===== config.mk =====
export PLATFORM = sky130hd
export DESIGN_NAME = mult_share_sched
export DESIGN_NICKNAME = d
export VERILOG_FILES = /design/src/rtl/mult_share_sched.sv
export SDC_FILE = /design/constraint.sdc
export NUM_CORES = 1
export LEC_CHECK = 0
export ABC_AREA = 1
export CAP_MARGIN = 20
export CELL_PAD_IN_SITES_DETAIL_PLACEMENT = 0
export CELL_PAD_IN_SITES_GLOBAL_PLACEMENT = 1
export CORE_UTILIZATION = 32
export DETAILED_ROUTE_END_ITERATION = 12
export PLACE_DENSITY_LB_ADDON = 0.1
export SKIP_CTS_REPAIR_TIMING = 1
export SLEW_MARGIN = 20
export SYNTH_ARGS = -nofsm -noshare
export SYNTH_HDL_FRONTEND = slang
export SYNTH_SLANG_ARGS = --single-unit

===== constraint.sdc =====
create_clock -name clock -period 2.44 [get_ports clock]
set_input_delay 0.366 -clock clock [delete_from_list [all_inputs] [get_ports clock]]
set_output_delay 0.366 -clock clock [all_outputs]
set_load 0.005 [all_outputs]

===== src/rtl/mult_share_sched.sv =====
`default_nettype none
// ============================================================================
//  Module      : mult_share_sched
//  Description : Round-robin scheduler that shares one sequential shift-add
//                multiplier among N_REQ requesters. It accepts one operand
//                pair at a time, pulses the multiplier Start, follows the
//                Ready fall/rise handshake, captures the 2*DP_W product and
//                returns it tagged with the requester ID. A watchdog aborts
//                a job that never completes and returns an error response.
//  Ports       :
//    clock            in   rising-edge system clock
//    reset            in   asynchronous active-high reset
//    req              in   per-requester request level
//    req_a / req_b    in   packed operands, slice i = [i*DP_W +: DP_W]
//    gnt              out  one-hot, one-cycle accept pulse
//    rsp_valid        out  one-cycle result strobe
//    rsp_id           out  requester index of the result
//    rsp_product      out  2*DP_W product (0 on error)
//    rsp_err          out  with rsp_valid: watchdog abort
//    busy             out  scheduler not idle
//    mul_start        out  multiplier Start
//    mul_multiplicand out  latched multiplicand
//    mul_multiplier   out  latched multiplier
//    mul_ready        in   multiplier Ready
//    mul_product      in   multiplier Product
//  Revision    : 1.0  initial release
// ============================================================================
module mult_share_sched #(
   parameter int N_REQ   = 4,
   parameter int ID_W    = 2,
   parameter int DP_W    = 5,
   parameter int TMO_CYC = 64
) (
   input  logic                  clock,
   input  logic                  reset,
   input  logic [N_REQ-1:0]      req,
   input  logic [N_REQ*DP_W-1:0] req_a,
   input  logic [N_REQ*DP_W-1:0] req_b,
   output logic [N_REQ-1:0]      gnt,
   output logic                  rsp_valid,
   output logic [ID_W-1:0]       rsp_id,
   output logic [2*DP_W-1:0]     rsp_product,
   output logic                  rsp_err,
   output logic                  busy,
   output logic                  mul_start,
   output logic [DP_W-1:0]       mul_multiplicand,
   output logic [DP_W-1:0]       mul_multiplier,
   input  logic                  mul_ready,
   input  logic [2*DP_W-1:0]     mul_product
);

   localparam int WD_W = $clog2(TMO_CYC + 1);
   localparam logic [WD_W-1:0] WD_LAST = WD_W'(TMO_CYC - 1);

   localparam logic [3:0] S_IDLE    = 4'b0001;
   localparam logic [3:0] S_ISSUE   = 4'b0010;
   localparam logic [3:0] S_WAIT_LO = 4'b0100;
   localparam logic [3:0] S_WAIT_HI = 4'b1000;

   logic [3:0]      state;
   logic [ID_W-1:0] ptr;
   logic [ID_W-1:0] id_lat;
   logic [DP_W-1:0] a_lat;
   logic [DP_W-1:0] b_lat;
   logic [WD_W-1:0] wdog;

   logic [DP_W-1:0] a_arr [N_REQ];
   logic [DP_W-1:0] b_arr [N_REQ];

   logic            win_found;
   logic [ID_W-1:0] win_id;
   logic [ID_W-1:0] cand;

   generate
      for (genvar i = 0; i < N_REQ; i++) begin : g_slice
         assign a_arr[i] = req_a[i*DP_W +: DP_W];
         assign b_arr[i] = req_b[i*DP_W +: DP_W];
      end
   endgenerate

   // Search starts just after the last winner and wraps, so the last winner
   // is considered last; this bounds the wait of any held request.
   always_comb begin
      win_found = 1'b0;
      win_id    = '0;
      cand      = '0;
      for (int k = 1; k <= N_REQ; k++) begin
         cand = ID_W'((int'(ptr) + k) % N_REQ);
         if (!win_found && req[cand]) begin
            win_found = 1'b1;
            win_id    = cand;
         end
      end
   end

   assign busy             = (state != S_IDLE);
   assign mul_start        = (state == S_ISSUE);
   assign mul_multiplicand = a_lat;
   assign mul_multiplier   = b_lat;

   always_ff @(posedge clock or posedge reset) begin
      if (reset) begin
         state       <= S_IDLE;
         ptr         <= ID_W'(N_REQ - 1);
         id_lat      <= '0;
         a_lat       <= '0;
         b_lat       <= '0;
         wdog        <= '0;
         gnt         <= '0;
         rsp_valid   <= 1'b0;
         rsp_err     <= 1'b0;
         rsp_id      <= '0;
         rsp_product <= '0;
      end else begin
         // gnt and the response strobe are single-cycle pulses.
         gnt       <= '0;
         rsp_valid <= 1'b0;
         rsp_err   <= 1'b0;
         case (state)
            S_IDLE: begin
               // A busy multiplier (Ready low) blocks acceptance entirely.
               if (win_found && mul_ready) begin
                  a_lat  <= a_arr[win_id];
                  b_lat  <= b_arr[win_id];
                  id_lat <= win_id;
                  gnt    <= N_REQ'(1) << win_id;
                  ptr    <= win_id;
                  state  <= S_ISSUE;
               end
            end
            S_ISSUE: begin
               wdog  <= '0;
               state <= S_WAIT_LO;
            end
            S_WAIT_LO: begin
               wdog <= wdog + 1'b1;
               if (!mul_ready) begin
                  state <= S_WAIT_HI;
               end else if (wdog == WD_LAST) begin
                  rsp_valid   <= 1'b1;
                  rsp_err     <= 1'b1;
                  rsp_product <= '0;
                  rsp_id      <= id_lat;
                  state       <= S_IDLE;
               end
            end
            S_WAIT_HI: begin
               wdog <= wdog + 1'b1;
               // Product is only guaranteed in the first Ready-high cycle.
               if (mul_ready) begin
                  rsp_valid   <= 1'b1;
                  rsp_err     <= 1'b0;
                  rsp_product <= mul_product;
                  rsp_id      <= id_lat;
                  state       <= S_IDLE;
               end else if (wdog == WD_LAST) begin
                  rsp_valid   <= 1'b1;
                  rsp_err     <= 1'b1;
                  rsp_product <= '0;
                  rsp_id      <= id_lat;
                  state       <= S_IDLE;
               end
            end
            default: begin
               state <= S_IDLE;
            end
         endcase
      end
   end

endmodule
`default_nettype wire

==> out/results.ini <==
[outcome]
status=finished, final reports clean

[worst_hold_path]
hold_path_depth=2
min_to=mul_multiplicand[2]
worst_hold_startpoint=mul_multiplicand[2]
min_path_type=reg2reg

[clock_tree]
path_clk_slew_ps=80
clock_sink_count=43
worstSkewPairLatency_ps=300
cts_buffers=5
h-tree-depth=2
cts_tree=done
root_buffer=clkbuf_8
clock_path_buffers=2

[setup_path]
crit_fanout=18
start_kind=flip-flop
r2r.worst_path.cells=13
worstPathArrival_ps=2330
cp_slowest_cell=dfstp_2
r2r-start=ptr[0]
cp_common_cell=nand2_2
reg2reg_slack_ps=290
cp-end-kind=flip-flop
r2r-end=id_lat[1]
crit_family=simple AND/OR/NAND/NOR gates
worst-setup-path-type=reg2reg
required_ps=2610
max_stage_delay_ps=650
critPathBufInv=3
crit_path_cell_trace=inv_4 -> nand2_2 -> nand2_2 -> nand2_1 -> nand2_2 -> nor2_8 -> nand3_4 -> nand2_2 -> inv_1 -> nand2_2 -> inv_2 -> nand2_1 -> o21ai_0

[place]
port_buffers=86
dp_hpwl_um=4740
place.gp.congestion=0.792

[yosys]
syn_inst=324
avgSynthCellArea_um2=7.62
ys_warn_count=0
ys_ff_latch=43
yosysUniqueCellTypes=33
synth_fp_nets=382
synth.yosys.seq_area_share_pct=43.7
synth_area_mm2=0.00247

[die]
fp.dieArea_mm2=0.00807
ios=87
die_y_um=89.9
start_util_pct=33.5
rows=31
core-area_mm2=0.00737
die_w_um=89.9

[final_layout]
syn2layout_area_growth_pct=42.4
layout-drive-gt1-share_pct=12.4
fin_nets=467
final_common_cell=nand2_1
diodes=0
fillers=746
final_cell_mix=128 x nand2_1, 86 x clkdlybuf4s50_1, 40 x dfrtp_1

[timing]
finalClockSkew_ps=9.70
finalSetupViolCount=0
worstMarginPinSlew_ps=641
rsz0062_at_grt=false
report.final.slew_viol_count=0
max-slew-margin-rel_pct=57.2
fin_crit_ps=2150
finalCritPeriodShare_pct=88.3
setup_tns_ps=0
hold_violations=0
fmax_mhz=464

[detailed_routing]
ant_nets=0
wl_um=6520
avgViaCountPerCell=4.56
wl_per_cell_um=12.8
vias=2320
drtIter0Drc=91
drc_errors=0
drtPass1Iterations=4

[grt]
gr-usage-met2_pct=27.2
first_global_vias=2251
top_usage_layer=met2
antenna_found_initial=0
grt_use_total_pct=16.9
grt_util_met1_pct=22.7
grt_overflow=0
grt_max_degree=44
use_met3_pct=3.13
grt_pass1_wl_um=10900

[power]
cellPowerDensity_mw_per_mm2=1240
vdd.ir_drop.worst_uv=582
total_power_uw=4350
power.leakage_uw=0.00174

[run]
maxCapViolations=0

## Yosys cell counts (all sizes together)
| cell type | n | area, um2 |
|---|---|---|
| nor4 | 2 | 18.8 |
| a21oi | 3 | 15.0 |
| and3 | 1 | 6.26 |
| xor2 | 1 | 8.76 |
| a31oi | 1 | 6.26 |
| a22o | 10 | 87.6 |
| nor2 | 14 | 71.3 |
| dfrtp | 40 | 1000 |
| clkbuf | 1 | 3.75 |
| o22ai | 1 | 6.26 |
| inv | 30 | 115 |
| nand4 | 20 | 125 |
| nor3 | 4 | 20.0 |
| o31ai | 1 | 7.51 |
| nand3 | 14 | 100 |
| nand2 | 149 | 617 |
| dfstp | 3 | 78.8 |
| o21ai | 13 | 65.1 |
| buf | 14 | 96.3 |
| ha | 1 | 12.5 |
| a211oi | 1 | 7.51 |
## power breakdown
part | switching (uW) | total (uW) | internal, uW | leakage (uW)
logic | 1670 | 2730 | 1060 | 0.00112
clock network | 241 | 547 | 306 | 0.0000524
registers | 144 | 1070 | 931 | 0.000570
total | 2060 | 4350 | 2300 | 0.00174
## worst reg2reg max path, stage by stage, from the launching register on
cell     delay (ps)
dfstp_2         650
inv_4           100
nand2_2          80
nand2_2          60
nand2_1          70
nand2_2          90
nor2_8          140
nand3_4          90
nand2_2          90
inv_1            50
nand2_2         180
inv_2           180
nand2_1         140
o21ai_0         110
## flip-flops by register name, indices dropped and copies added, names as in the netlist, 4 cells and up
signal	count
gnt	4
mul_multiplier	5
mul_multiplicand	5
wdog	7
state	4
rsp_product	10
## kinds of logic after synthesis
group,Yosys count,synth area share (%)
DFF,43,43.7
xor gates and xnor gates,1,0.355
buffers and inverters,45,8.71
AOI/OAI and AO/OA,30,7.90
and+or+nand+nor,204,38.8
adders and majority gates,1,0.507
## stage by stage
stage          utilization (%)  hold slack, ps  setup slack [ps]  instance area [um2]  std cells
2_1_floorplan                -             438               667                 2470        324
5_1_grt                   47.7             513              39.9                 3520        509
3_3_place_gp              46.2             465               225                 3410        501
6_report                  47.7             481               286                 3520        509
4_1_cts                   47.7             486               228                 3510        509
3_5_place_dp              46.2             468               171                 3410        501
## layer usage
layer,vias up,routed length [um]
met5,-,0
li1,1218,-
met1,1034,3120
met4,0,108
met3,10,293
met2,58,2990
## layout make-up
type / count / area (um2) / share of cell area (%)
inverter: 30 / 115 / 3.27
multi-input combinational: 236 / 1180 / 33.5
clock buffer: 7 / 76.3 / 2.17
sequential: 43 / 1080 / 30.7
timing repair buffer: 93 / 913 / 26.0
clock inverter: 1 / 30.0 / 0.854
tap: 99 / 124 / 3.52
## how the worst max path moves through the flow
stage	cells after the start	from	slack, ps	endpoint
final	13	ptr[0]	290	id_lat[1]
after global routing	13	ptr[0]	40	id_lat[1]
after CTS	9	wdog[0]	230	rsp_id[1]
after detailed placement	13	req[3]	170	id_lat[1]
after global placement	14	req[0]	220	mul_multiplicand[1]
after floorplan	15	ptr[0]	670	mul_multiplicand[0]
No activity file was read; power rests on OpenSTA's default activity.
==> edit 1, RTL diff (same settings) <==
Put one more register stage on the output `rsp_err`, without a reset. The value now appears one clock later. The other outputs are not delayed to match.
--- a/src/rtl/mult_share_sched.sv
+++ b/src/rtl/mult_share_sched.sv
@@ -59,2 +59,4 @@
 
+   logic rsp_err_s0;
+
    logic [3:0]      state;
@@ -110,3 +112,3 @@
          rsp_valid   <= 1'b0;
-         rsp_err     <= 1'b0;
+         rsp_err_s0  <= 1'b0;
          rsp_id      <= '0;
@@ -117,3 +119,3 @@
          rsp_valid <= 1'b0;
-         rsp_err   <= 1'b0;
+         rsp_err_s0 <= 1'b0;
          case (state)
@@ -140,3 +142,3 @@
                   rsp_valid   <= 1'b1;
-                  rsp_err     <= 1'b1;
+                  rsp_err_s0  <= 1'b1;
                   rsp_product <= '0;
@@ -151,3 +153,3 @@
                   rsp_valid   <= 1'b1;
-                  rsp_err     <= 1'b0;
+                  rsp_err_s0  <= 1'b0;
                   rsp_product <= mul_product;
@@ -157,3 +159,3 @@
                   rsp_valid   <= 1'b1;
-                  rsp_err     <= 1'b1;
+                  rsp_err_s0  <= 1'b1;
                   rsp_product <= '0;
@@ -170,2 +172,6 @@
 
+   always_ff @(posedge clock) begin
+      rsp_err <= rsp_err_s0;
+   end
+
 endmodule
Behaviour: no difference found for any inputs over 4 cycles, from zero or initial values and one cycle with reset high; that may be too few to reach the edited logic, so the function may still have changed.
==> edit 1 against the original RTL <==
Global-route usage shrank 0.73 points. First-iteration DRC count grew 5.5%. Sequential cell count grew 1. Routed wire length shrank 2.6%. Utilization grew 0.42 points. Combinational power is essentially flat. Total power grew 1.5%. Design area grew 0.89%. Setup slack lost 7.5 ps. Area after synthesis grew 0.81%. Cell count is the same. Critical path depth is the same. Largest cell class unchanged.
==> edit 1: results <==
export IMPL_fillers=731
export IMPL_gr_usage_met2=0.267
export IMPL_yosysSeqAreaShare=0.442
export IMPL_vias=2364
export IMPL_power_leakage_nw=1.75
export IMPL_setup_ws_ps=278
export IMPL_layout_drive_gt1_share=0.127
export IMPL_grt_pass1_vias=2264
export IMPL_synth_xor_xnor_area_share=0.00352
export IMPL_synthArstFlopShare=0.977
export IMPL_hp_start="rsp_err_s0"
export IMPL_met1Wirelength_um=3090
export IMPL_fin_skew_ps=2.69
export IMPL_grt_max_degree=29
export IMPL_dp_hpwl_um=4790
export IMPL_grtUsageMet3=0.0330
export IMPL_routed_wl_met3_um=265
export IMPL_synthCells=325
export IMPL_hold_slack_ps=346
export IMPL_die_w_um=90.2
export IMPL_ys_types=34
export IMPL_holdPathEnd="rsp_err"
export IMPL_max_slew_worst_pin_slew_ps=570
export IMPL_synthAdderAreaFrac=0.00503
export IMPL_drt_initial_drc_count=96
export IMPL_status="finished, final reports clean"
export IMPL_ir_worst_vdd_mv=0.657
export IMPL_place_ws_ps=95.2
export IMPL_place_congestion=0.766
export IMPL_grt_usage=0.162
export IMPL_viasPerCell=4.64
export IMPL_dr_pass1_iters=5
export IMPL_wirelength_um=6350
export IMPL_grt_pass1_wl_um=10700
export IMPL_synth_nets=383
export IMPL_pg_clk_w=0.000597
export IMPL_p_sw_w=0.00205
export IMPL_combinationalPowerShare=0.619
==> edit 1: changes by cell type after synthesis, sizes merged <==
cell / change
dfxtp: +1
==> edit 1: logic make-up (layout without fill, tap and decap cells) <==
kind of cell               after synthesis  in the layout
AOI/OAI and AO/OA                       30             30
buffers and inverters                   45            130
adders and majority gates                1              1
xor gates and xnor gates                 1              1
and+or+nand+nor                        204            204
DFF                                     44             44
==> edit 1: cell type report <==
class	count	area, um^2	area share
multi-input cells	236	1170	0.331
clock inverters	1	30.0	0.00846
inverters	30	118	0.0331
clock buffers	7	96.3	0.0272
flip-flops and latches	44	1100	0.310
repair buffers	92	906	0.255
well taps	99	124	0.0349
==> edit 1: worst max-delay path, cell delays in order (launching register included) <==
cell and delay, ps:
dfstp_2 650, inv_4 90, nand2_2 80, nand2_2 60, nand2_1 70, nand2_2 90, nor2_8 140, nand3_4 160
nand2_2 120, inv_1 50, nand2_2 200, inv_4 140, nand2_1 110, o21ai_0 80
==> edit 2, RTL diff (same flow settings) <==
Without the edit above. Change the parameter `ID_W` from 2 to 4.
--- a/src/rtl/mult_share_sched.sv
+++ b/src/rtl/mult_share_sched.sv
@@ -29,3 +29,3 @@
    parameter int N_REQ   = 4,
-   parameter int ID_W    = 2,
+   parameter int ID_W    = 4,
    parameter int DP_W    = 5,
Interface: changed (resized rsp_id); port bits go from 87 to 89. No check against the original RTL was run, so the function may have changed too.
==> edit 2 against the original RTL <==
Total power shrank 15%. Clock power grew 4.4%. Critical path depth shrank 3. Clock skew shrank 0.56 ps. Area after synthesis shrank 2.9%. Count of clock-buffer cells in the layout shrank 2. Design area shrank 0.28%. Via count shrank 1.3%. Sequential cell count grew 2. Routed wire length shrank 6.7%. Setup slack gained 75 ps. Highest routed layer unchanged.
==> edit 2: results <==
export IMPL_grt_pass1_wl_um=9890
export IMPL_grt_max_degree=28
export IMPL_place_area_um2=3390
export IMPL_critPathArrivalTime_ps=2280
export IMPL_powerSeq_w=0.00112
export IMPL_numPortBuffers=88
export IMPL_synth_commonest_cells="105 x nand2_1, 47 x nand3_1, 42 x dfrtp_1"
export IMPL_synth_nets=376
export IMPL_place_congestion=0.803
export IMPL_wl_per_cell_um=11.9
export IMPL_place_ws_ps=179
export IMPL_ir_worst_vdd_mv=0.413
export IMPL_max_slew_worst_pin_slew_ps=475
export IMPL_nets=468
export IMPL_swShare=0.421
export IMPL_grt_usage=0.164
export IMPL_fin_skew_ps=9.14
export IMPL_dp_hpwl_um=4720
export IMPL_vias=2290
export IMPL_synthTopCellsByArea="dfrtp_1 44%, nand2_1 16%, nand3_1 9.8%"
export IMPL_yosysSeqAreaShare=0.471
export IMPL_synth_compound_area_frac=0.0543
export IMPL_power_leakage_nw=1.68
export IMPL_drt_initial_drc_count=52
export IMPL_worstPathMaxFanout=9
export IMPL_status="finished, final reports clean"
-- edit 2: changes by cell type after synthesis, sizes merged, moves of 2 or more --
| cell | unedited run | this run |
|---|---|---|
| nand2 | 149 | 116 |
| buf | 14 | 8 |
| nor2 | 14 | 33 |
| nor3 | 4 | 1 |
| dfrtp | 40 | 42 |
| or2 | 0 | 7 |
| nand3 | 14 | 48 |
| a21oi | 3 | 5 |
| nand4 | 20 | 2 |
| inv | 30 | 26 |
| a22o | 10 | 0 |
| o22ai | 1 | 3 |
| clkinv | 0 | 2 |
-- edit 2: path summary, 6_finish.rpt --
path / start / cells past startpoint / slack, ps / endpoint
setup / recovery: ptr[0] / 10 / 360 / mul_multiplicand[4]
hold / removal: reset / 2 / 380 / rsp_product[2]
max in group asynchronous: reset / 3 / 1490 / state[0]
setup reg to reg: ptr[0] / 10 / 360 / mul_multiplicand[4]
min in group clock: rsp_product[7] / 2 / 480 / rsp_product[7]
hold reg to reg: rsp_product[7] / 2 / 480 / rsp_product[7]
-- edit 2: final cells by class --
type / instances / area [um^2]
clock buffers: 5 / 68.8
clock inverters: 3 / 46.3
fillers: 748 / 3750
inverters: 28 / 109
multi-input cells: 235 / 1080
flip-flops and latches: 45 / 1130
well taps: 99 / 124
repair buffers: 95 / 946
-- edit 2: through the flow --
stage | hold slack [ps] | power [W] | cells
after global routing | 417 | 0.00403 | 510
after floorplan | 462 | 0.00247 | 318
after global placement | 453 | 0.00315 | 502
after CTS | 387 | 0.00374 | 510
after detailed placement | 459 | 0.00316 | 502
final | 377 | 0.00368 | 510
-- edit 2: metal layers --
layer | part of all wire | up-vias | track usage
li1 | - | 1193 | -
met5 | 0 | - | 0
met3 | 0.065 | 4 | 0.0354
met1 | 0.47 | 1017 | 0.228
met4 | 0.010 | 0 | 0.0440
met2 | 0.46 | 76 | 0.257
